`config.mk`:
```
export PLATFORM = sky130hd
export DESIGN_NAME = hazard_ctrl_unit
export DESIGN_NICKNAME = d
export VERILOG_FILES = /design/src/rtl/hazard_ctrl_unit_pkg.sv /design/src/rtl/hazard_ctrl_unit_sat_counter.sv /design/src/rtl/hazard_ctrl_unit.sv
export SDC_FILE = /design/constraint.sdc
export NUM_CORES = 1
export LEC_CHECK = 0
export ABC_AREA = 1
export BUFFER_PORTS_ARGS = -buffer_cell sky130_fd_sc_hd__buf_2
export CORE_MARGIN = 4
export CORE_UTILIZATION = 60
export CTS_BUF_LIST = sky130_fd_sc_hd__clkbuf_2
export DETAILED_ROUTE_END_ITERATION = 8
export PLACE_DENSITY_LB_ADDON = 0.12
export SYNTH_ARGS = -nofsm -noshare
export SYNTH_HDL_FRONTEND = slang
export SYNTH_SLANG_ARGS = --single-unit
```
`constraint.sdc`:
```
create_clock -name clk -period 5.85 [get_ports clk]
set_input_delay 1.17 -clock clk [delete_from_list [all_inputs] [get_ports clk]]
set_output_delay 1.17 -clock clk [all_outputs]
set_load 0.01 [all_outputs]
```
`src/rtl/hazard_ctrl_unit_pkg.sv`:
```
// Package: hazard_ctrl_unit_pkg
// Purpose: shared definitions for the pipeline hazard control unit.
//   - state_t    : hazard FSM encodings (ST_RUN, ST_MEM_WAIT)
//   - ctrl_t     : bundle of all pipeline-register control outputs
//   - CTRL_NOP   : every enable low, no flush/bubble (reset value)
//   - CTRL_PASS  : free-running pipeline, every enable high
//   - load_use() : load-use hazard detection between EX and ID
package hazard_ctrl_unit_pkg;

  typedef enum logic {
    ST_RUN      = 1'b0,
    ST_MEM_WAIT = 1'b1
  } state_t;

  typedef struct packed {
    logic pc_write;
    logic if_id_write;
    logic if_id_flush;
    logic id_ex_write;
    logic id_ex_bubble;
    logic ex_mem_write;
    logic mem_wb_bubble;
  } ctrl_t;

  localparam ctrl_t CTRL_NOP = '0;

  localparam ctrl_t CTRL_PASS = '{
    pc_write:      1'b1,
    if_id_write:   1'b1,
    if_id_flush:   1'b0,
    id_ex_write:   1'b1,
    id_ex_bubble:  1'b0,
    ex_mem_write:  1'b1,
    mem_wb_bubble: 1'b0
  };

  // $zero is hard-wired, so a load targeting it can never create a hazard.
  function automatic logic load_use(
    input logic       ex_mem_read,
    input logic [4:0] ex_rt,
    input logic [4:0] id_rs,
    input logic [4:0] id_rt,
    input logic       id_uses_rt
  );
    return ex_mem_read && (ex_rt != 5'd0) &&
           ((ex_rt == id_rs) || (id_uses_rt && (ex_rt == id_rt)));
  endfunction

endpackage

```
`src/rtl/hazard_ctrl_unit_sat_counter.sv`:
```
// Module: sat_counter
// Purpose: saturating up-counter used for the performance statistics.
// Ports:
//   clk   in  1      clock, rising edge
//   rst   in  1      asynchronous active-high reset, clears count
//   inc   in  1      count this edge
//   count out CNT_W  current value, sticks at all-ones
module sat_counter #(
  parameter int CNT_W = 32
) (
  input  logic             clk,
  input  logic             rst,
  input  logic             inc,
  output logic [CNT_W-1:0] count
);

  always_ff @(posedge clk or posedge rst) begin
    if (rst) begin
      count <= '0;
    end else if (inc && (count != {CNT_W{1'b1}})) begin
      count <= count + 1'b1;
    end
  end

endmodule

```
`src/rtl/hazard_ctrl_unit.sv`:
```
// Module: hazard_ctrl_unit
// Purpose: stall/flush control for the 5-stage pipeline. Resolves data-memory
//   waits (whole-pipe freeze), load-use hazards (one bubble) and ID-stage
//   redirects (IF/ID flush), and counts stall and flush cycles.
// Ports:
//   clk, rst                   clock / asynchronous active-high reset
//   ID_Rs, ID_Rt, ID_UsesRt    source operands of the instruction in ID
//   EX_MemRead, EX_Rt          load in EX and its destination
//   MEM_MemAccess              load/store entering its MEM access
//   ID_Redirect                branch taken / jump resolved in ID
//   PCWrite .. MEM_WB_Bubble   pipeline register controls (combinational)
//   StallCount, FlushCount     saturating performance counters
module hazard_ctrl_unit
  import hazard_ctrl_unit_pkg::*;
#(
  parameter int MEM_LAT = 4,
  parameter int CNT_W   = 32
) (
  input  logic             clk,
  input  logic             rst,
  input  logic [4:0]       ID_Rs,
  input  logic [4:0]       ID_Rt,
  input  logic             ID_UsesRt,
  input  logic             EX_MemRead,
  input  logic [4:0]       EX_Rt,
  input  logic             MEM_MemAccess,
  input  logic             ID_Redirect,
  output logic             PCWrite,
  output logic             IF_ID_Write,
  output logic             IF_ID_Flush,
  output logic             ID_EX_Write,
  output logic             ID_EX_Bubble,
  output logic             EX_MEM_Write,
  output logic             MEM_WB_Bubble,
  output logic [CNT_W-1:0] StallCount,
  output logic [CNT_W-1:0] FlushCount
);

  // Wait counter only needs to hold MEM_LAT-2.
  localparam int WCNT_W = (MEM_LAT > 2) ? $clog2(MEM_LAT - 1) : 1;
  localparam logic [WCNT_W-1:0] WCNT_LOAD = WCNT_W'((MEM_LAT > 1) ? MEM_LAT - 2 : 0);
  localparam bit HAS_WAIT = (MEM_LAT > 1);

  state_t            state;
  logic [WCNT_W-1:0] wcnt;
  logic              mem_start;
  logic              mem_freeze;
  logic              lu_hazard;
  ctrl_t             ctrl;

  assign mem_start  = HAS_WAIT && MEM_MemAccess && (state == ST_RUN);
  assign mem_freeze = mem_start || (state == ST_MEM_WAIT);
  assign lu_hazard  = load_use(EX_MemRead, EX_Rt, ID_Rs, ID_Rt, ID_UsesRt);

  // The first access cycle already freezes (in RUN); MEM_WAIT then covers
  // wcnt+1 further cycles so the access spans MEM_LAT cycles in total.
  always_ff @(posedge clk or posedge rst) begin
    if (rst) begin
      state <= ST_RUN;
      wcnt  <= '0;
    end else begin
      case (state)
        ST_RUN: begin
          if (mem_start) begin
            state <= ST_MEM_WAIT;
            wcnt  <= WCNT_LOAD;
          end
        end
        ST_MEM_WAIT: begin
          if (wcnt == '0) begin
            state <= ST_RUN;
          end else begin
            wcnt <= wcnt - 1'b1;
          end
        end
        default: begin
          state <= ST_RUN;
          wcnt  <= '0;
        end
      endcase
    end
  end

  // Redirects are dropped under a freeze or load-use stall; ID keeps the
  // branch and re-presents it once it can actually advance.
  always_comb begin
    ctrl = CTRL_PASS;
    if (rst) begin
      ctrl = CTRL_NOP;
    end else if (mem_freeze) begin
      ctrl               = CTRL_NOP;
      ctrl.mem_wb_bubble = 1'b1;
    end else if (lu_hazard) begin
      ctrl.pc_write     = 1'b0;
      ctrl.if_id_write  = 1'b0;
      ctrl.id_ex_bubble = 1'b1;
    end else if (ID_Redirect) begin
      ctrl.if_id_flush = 1'b1;
    end
  end

  assign PCWrite       = ctrl.pc_write;
  assign IF_ID_Write   = ctrl.if_id_write;
  assign IF_ID_Flush   = ctrl.if_id_flush;
  assign ID_EX_Write   = ctrl.id_ex_write;
  assign ID_EX_Bubble  = ctrl.id_ex_bubble;
  assign EX_MEM_Write  = ctrl.ex_mem_write;
  assign MEM_WB_Bubble = ctrl.mem_wb_bubble;

  sat_counter #(.CNT_W(CNT_W)) u_stall_cnt (
    .clk   (clk),
    .rst   (rst),
    .inc   (!ctrl.pc_write),
    .count (StallCount)
  );

  sat_counter #(.CNT_W(CNT_W)) u_flush_cnt (
    .clk   (clk),
    .rst   (rst),
    .inc   (ctrl.if_id_flush),
    .count (FlushCount)
  );

endmodule

```
* Word-level counts from Yosys, hierarchy flattened
Index checks and enable logic that the tools add are counted.
Storage, ports and cells: bits in registers 67, input port bits 21
Cells by class: $add $sub $neg 3, equal/unequal tests 6, muxes and demuxes 15, bitwise operators 1, reduce and logical (&&, ||, !) cells 12
Operator list (number):
- $add 32x1->32 const B | 2
- $ne 32x32->1 const B | 2
- $eq 5x5->1 | 2
- $mux 2 | 4
- $mux 1 | 7
- $mux 7 | 1
- $logic_and 1x1->1 | 6
- $reduce_bool 5->1 | 1
- $ne 2x2->1 const B | 2
- $pmux 2 s2 | 1
- $mux 3 | 1
- $logic_not 2->1 | 1
- $logic_or 1x1->1 | 2
- $pmux 1 s2 | 1
- $reduce_and 2->1 | 1
- $sub 2x1->2 const B | 1
- $logic_not 1->1 | 1
- $not 1->1 | 1

* Depth between registers and ports, before layout
depth in word-level cells 9, gate-level depth with buffers 13

* Modules after synthesis
From an unflattened synthesis, not the netlist that was laid out.
Second synthesis, totals: cells, all modules 800, area, all modules 4909.7 sq um
Modules (own cells, without submodules):
- sat_counter | instances 2, cells an instance 361, area each 2257.2 sq um, seq. area each 800.8 sq um
- hazard_ctrl_unit | instances 1, cells an instance 78, area each 395.4 sq um, seq. area each 75.1 sq um

* Worst setup path after synthesis
OpenSTA, ideal clock, no wires.
path type input to output, start input MEM_MemAccess, end output PCWrite, arrival time 2266 ps, required time 4680 ps, setup slack 2414 ps, cell stages on the path 7, buffers on the path 2, path through nor2_1 > inv_1 > nor2_2 > inv_1 > a21oi_2 > buf_2 > buf_4
Between the ends: longest elaborated chain between the ends 4
RTL lines:
- start, declared | line hazard_ctrl_unit.sv:26 | input logic MEM_MemAccess,
- $logic_and 1x1->1 | line hazard_ctrl_unit.sv:51 | assign mem_start = HAS_WAIT && MEM_MemAccess && (state == ST_RUN);
- $logic_or 1x1->1 | line hazard_ctrl_unit.sv:52 | assign mem_freeze = mem_start || (state == ST_MEM_WAIT);
- $mux 3 | line hazard_ctrl_unit.sv:90 | end else if (mem_freeze) begin
- $mux 7 | line hazard_ctrl_unit.sv:88 | if (rst) begin
- end, declared | line hazard_ctrl_unit.sv:28 | output logic PCWrite,
No other way between the ends.

* Final worst setup path
start input MEM_MemAccess, end output IF_ID_Write
Between the ends: longest elaborated chain between the ends 4
RTL lines:
- $logic_and 1x1->1 | line hazard_ctrl_unit.sv:51
- $logic_or 1x1->1 | line hazard_ctrl_unit.sv:52
- $mux 3 | line hazard_ctrl_unit.sv:90
- $mux 7 | line hazard_ctrl_unit.sv:88
- end, declared | line hazard_ctrl_unit.sv:29 | output logic IF_ID_Write,
No other way between the ends.

==> flow_metrics.tcl <==
set metrics [dict create \
    crit_type "input pin to primary output" \
    timing.fmax_ghz 0.271 \
    cts-hold-fix-buffers 0 \
    wire_per_inst_um 14.0 \
    hpwl_um 9640 \
    synth_nets 762 \
    postSynthCellCount 738 \
    rsz0062_at_grt "false" \
    min_period_over_period 0.632 \
    crit_path_end_kind "primary output" \
    slowest_delay_ns 0.33 \
    rows 32 \
    wl_met2_um 5570 \
    drv_slew 0 \
    insertion_delay_ns 0.52 \
    htree_levels 3 \
    vias_per_cell 5.47 \
    syn-cell-area_um2 4810 \
    root_buffer "clkbuf_2" \
    wl_met3_um 1060 \
    top_layer "met4" \
    antenna_found_initial 0 \
    final_nets 844 \
    cp_max_fo 34 \
    numCtsBuffers 9 \
    vias 5061 \
    worstPathRequired_ns 4.68 \
    crit_path_start_kind "input pin" \
    fp.dieW_um 97.5 \
    power_per_cell_area_nw_per_um2 197 \
    diodes 0 \
    tightest_slew_ns 0.843 \
    peakVddDrop_v 0.000168 \
    setup_violations 0 \
    initial_utilization 0.619 \
    cts.clk_slew.worst_paths_ns 0.17 \
    critPathSlowestCell "buf_4" \
    grt_use_total 0.279 \
    status "finished, final reports clean" \
    gp_congestion 0.960 \
    remaining_drc_errors 0 \
    ys_seq_elements 67 \
    grt_pass1_wl_um 22200 \
    drt_iter0_drc 398 \
    ys_types 29 \
    cap_violations 0 \
    seq_area_frac_synth 0.349 \
    maxSlewHeadroom 0.438 \
    fp.dieH_um 97.5 \
    dr.pass1.iters 8 \
    drive_gt1_frac 0.160 \
    grt_max_degree 68 \
    routed_wl_um 12900 \
    clkSinkCount 67 \
    wirelength_met1_um 6150 \
    area_delta_synth_final_pct 11.0 \
    port_buffers 91 \
    final.setup.tns_ns 0 \
    power_leakage_nw 2.86 \
    ctsResizeCount 0 \
    fin_crit_ns 3.69 \
    grt_overflow_total 0 \
    ios 92 \
    path_cells "buf_2 > nor2_1 > inv_1 > nor2_2 > inv_1 > a21oi_2 > buf_4 > buf_2" \
    core_um2 7770 \
    clockBufferDepth 2 \
    fill_cells 758 \
    postCtsSetupBuffers 0 \
    hold_violations 0 \
    die_area_um2 9510 \
    dp_slack_ns 2.18 \
    postSynthAreaPerCell_um2 6.51 \
    ant_nets 0 \
    min_path_type "flip-flop to flip-flop" \
    cts_tree "built" \
    ys_warn_count 0 \
    first_global_vias 4584 \
    finalWorstSetupSlack_ns 2.16 \
    finalClockSkew_ns 0.0286 \
    cp.arrival_ns 2.52 \
]
-- layout make-up --
| cell class | instances | area (um2) | area share |
|---|---|---|---|
| clock buffers | 10 | 50.0 | 0.00938 |
| repair buffers | 94 | 478 | 0.0896 |
| inverters | 52 | 195 | 0.0366 |
| multi-input cells | 596 | 2790 | 0.522 |
| flip-flops and latches | 67 | 1680 | 0.314 |
| well taps | 102 | 128 | 0.0239 |
| clock inverters | 5 | 21.3 | 0.00399 |
-- metrics by stage --
stage          hold slack (ns)  total power, mW  area, um2   util  std cells
2_1_floorplan            0.504            0.756       4810      -        738
3_3_place_gp             0.509            0.822       5260  0.678        911
3_5_place_dp             0.517            0.839       5260  0.678        911
4_1_cts                  0.559             1.05       5340  0.687        926
5_1_grt                  0.612             1.12       5340  0.687        926
6_report                 0.554             1.05       5340  0.687        926
-- metal layers --
metal / up-vias / global-route usage
met4: 0 / 0.0650
li1: 2506 / -
met5: - / 0
met1: 2338 / 0.425
met3: 18 / 0.0424
met2: 199 / 0.416
-- layout by cell type (no fill, tap or decap), drive strengths merged --
cell and count:
clkbuf 10, xor2 22, xnor2 12, nor2 100, nor3 11, nand3b 22
a22oi 1, ha 3, a21oi 2, nand2 331, buf 94, nand4 44
o21ai 8, nor3b 1, nand3 39, inv 52, dfrtp 67, clkinv 5
-- sequential cells by signal, indices dropped and copies added, names as in the netlist --
| register | flops |
|---|---|
| u_flush_cnt.count | 32 |
| u_stall_cnt.count | 32 |
| wcnt | 2 |
| state | 1 |
-- path summary, 6_finish.rpt --
check,cells after the start,start,slack [ns],endpoint
worst max-delay path,8,MEM_MemAccess,2.16,IF_ID_Write
worst min-delay path,3,wcnt[0],0.55,wcnt[0]
worst max register to register,9,u_flush_cnt.count[0],3.23,u_flush_cnt.count[20]
worst min register to register,3,wcnt[0],0.55,wcnt[0]
max in group asynchronous,3,rst,4.39,u_stall_cnt.count[10]
min in group asynchronous,3,rst,0.91,u_flush_cnt.count[13]
-- report_power, final --
part / switching (mW) / internal [mW] / leakage [nW]
Combinational: 0.176 / 0.0971 / 1.89
Clock: 0.170 / 0.0501 / 0.0541
Sequential: 0.0511 / 0.505 / 0.915
-- critical path: cells and delay by family --
kind | cells | cell delay, ns
AOI/OAI and AO/OA | 1 | 0.12
buffers and inverters | 5 | 0.82
and+or+nand+nor | 2 | 0.39
-- Yosys cell counts --
library cell,n,share of area
nor3_1,8,0.0083
nand3_1,39,0.041
buf_6,6,0.014
nand3b_1,22,0.034
buf_1,3,0.0023
a21oi_1,1,0.0010
inv_1,47,0.037
buf_2,8,0.0083
nand4_1,43,0.056
clkbuf_1,4,0.0031
buf_4,2,0.0031
xor2_1,22,0.040
nor3_2,3,0.0062
nor2_1,92,0.072
xnor2_1,12,0.022
nand2_2,5,0.0065
inv_2,5,0.0039
a22oi_1,1,0.0016
nand2_1,324,0.25
nand2_4,2,0.0047
nand4_2,1,0.0026
ha_1,3,0.0078
nor2_4,1,0.0023
dfrtp_1,67,0.35
nor3b_1,1,0.0016
nor2_2,7,0.0091
a21oi_2,1,0.0018
o21ai_1,1,0.0010
o21ai_0,7,0.0073
-- cell families (layout without fill, tap and decap cells) --
| kind of cell | count (synthesis) | in the layout | share of synthesized area |
|---|---|---|---|
| and+or+nand+nor | 548 | 548 | 0.497 |
| adders and majority gates | 3 | 3 | 0.00781 |
| buffers and inverters | 75 | 161 | 0.0716 |
| AOI/OAI and AO/OA | 11 | 11 | 0.0128 |
| DFF | 67 | 67 | 0.349 |
| xor gates and xnor gates | 34 | 34 | 0.0619 |
Power figures use the tool's default switching activity.
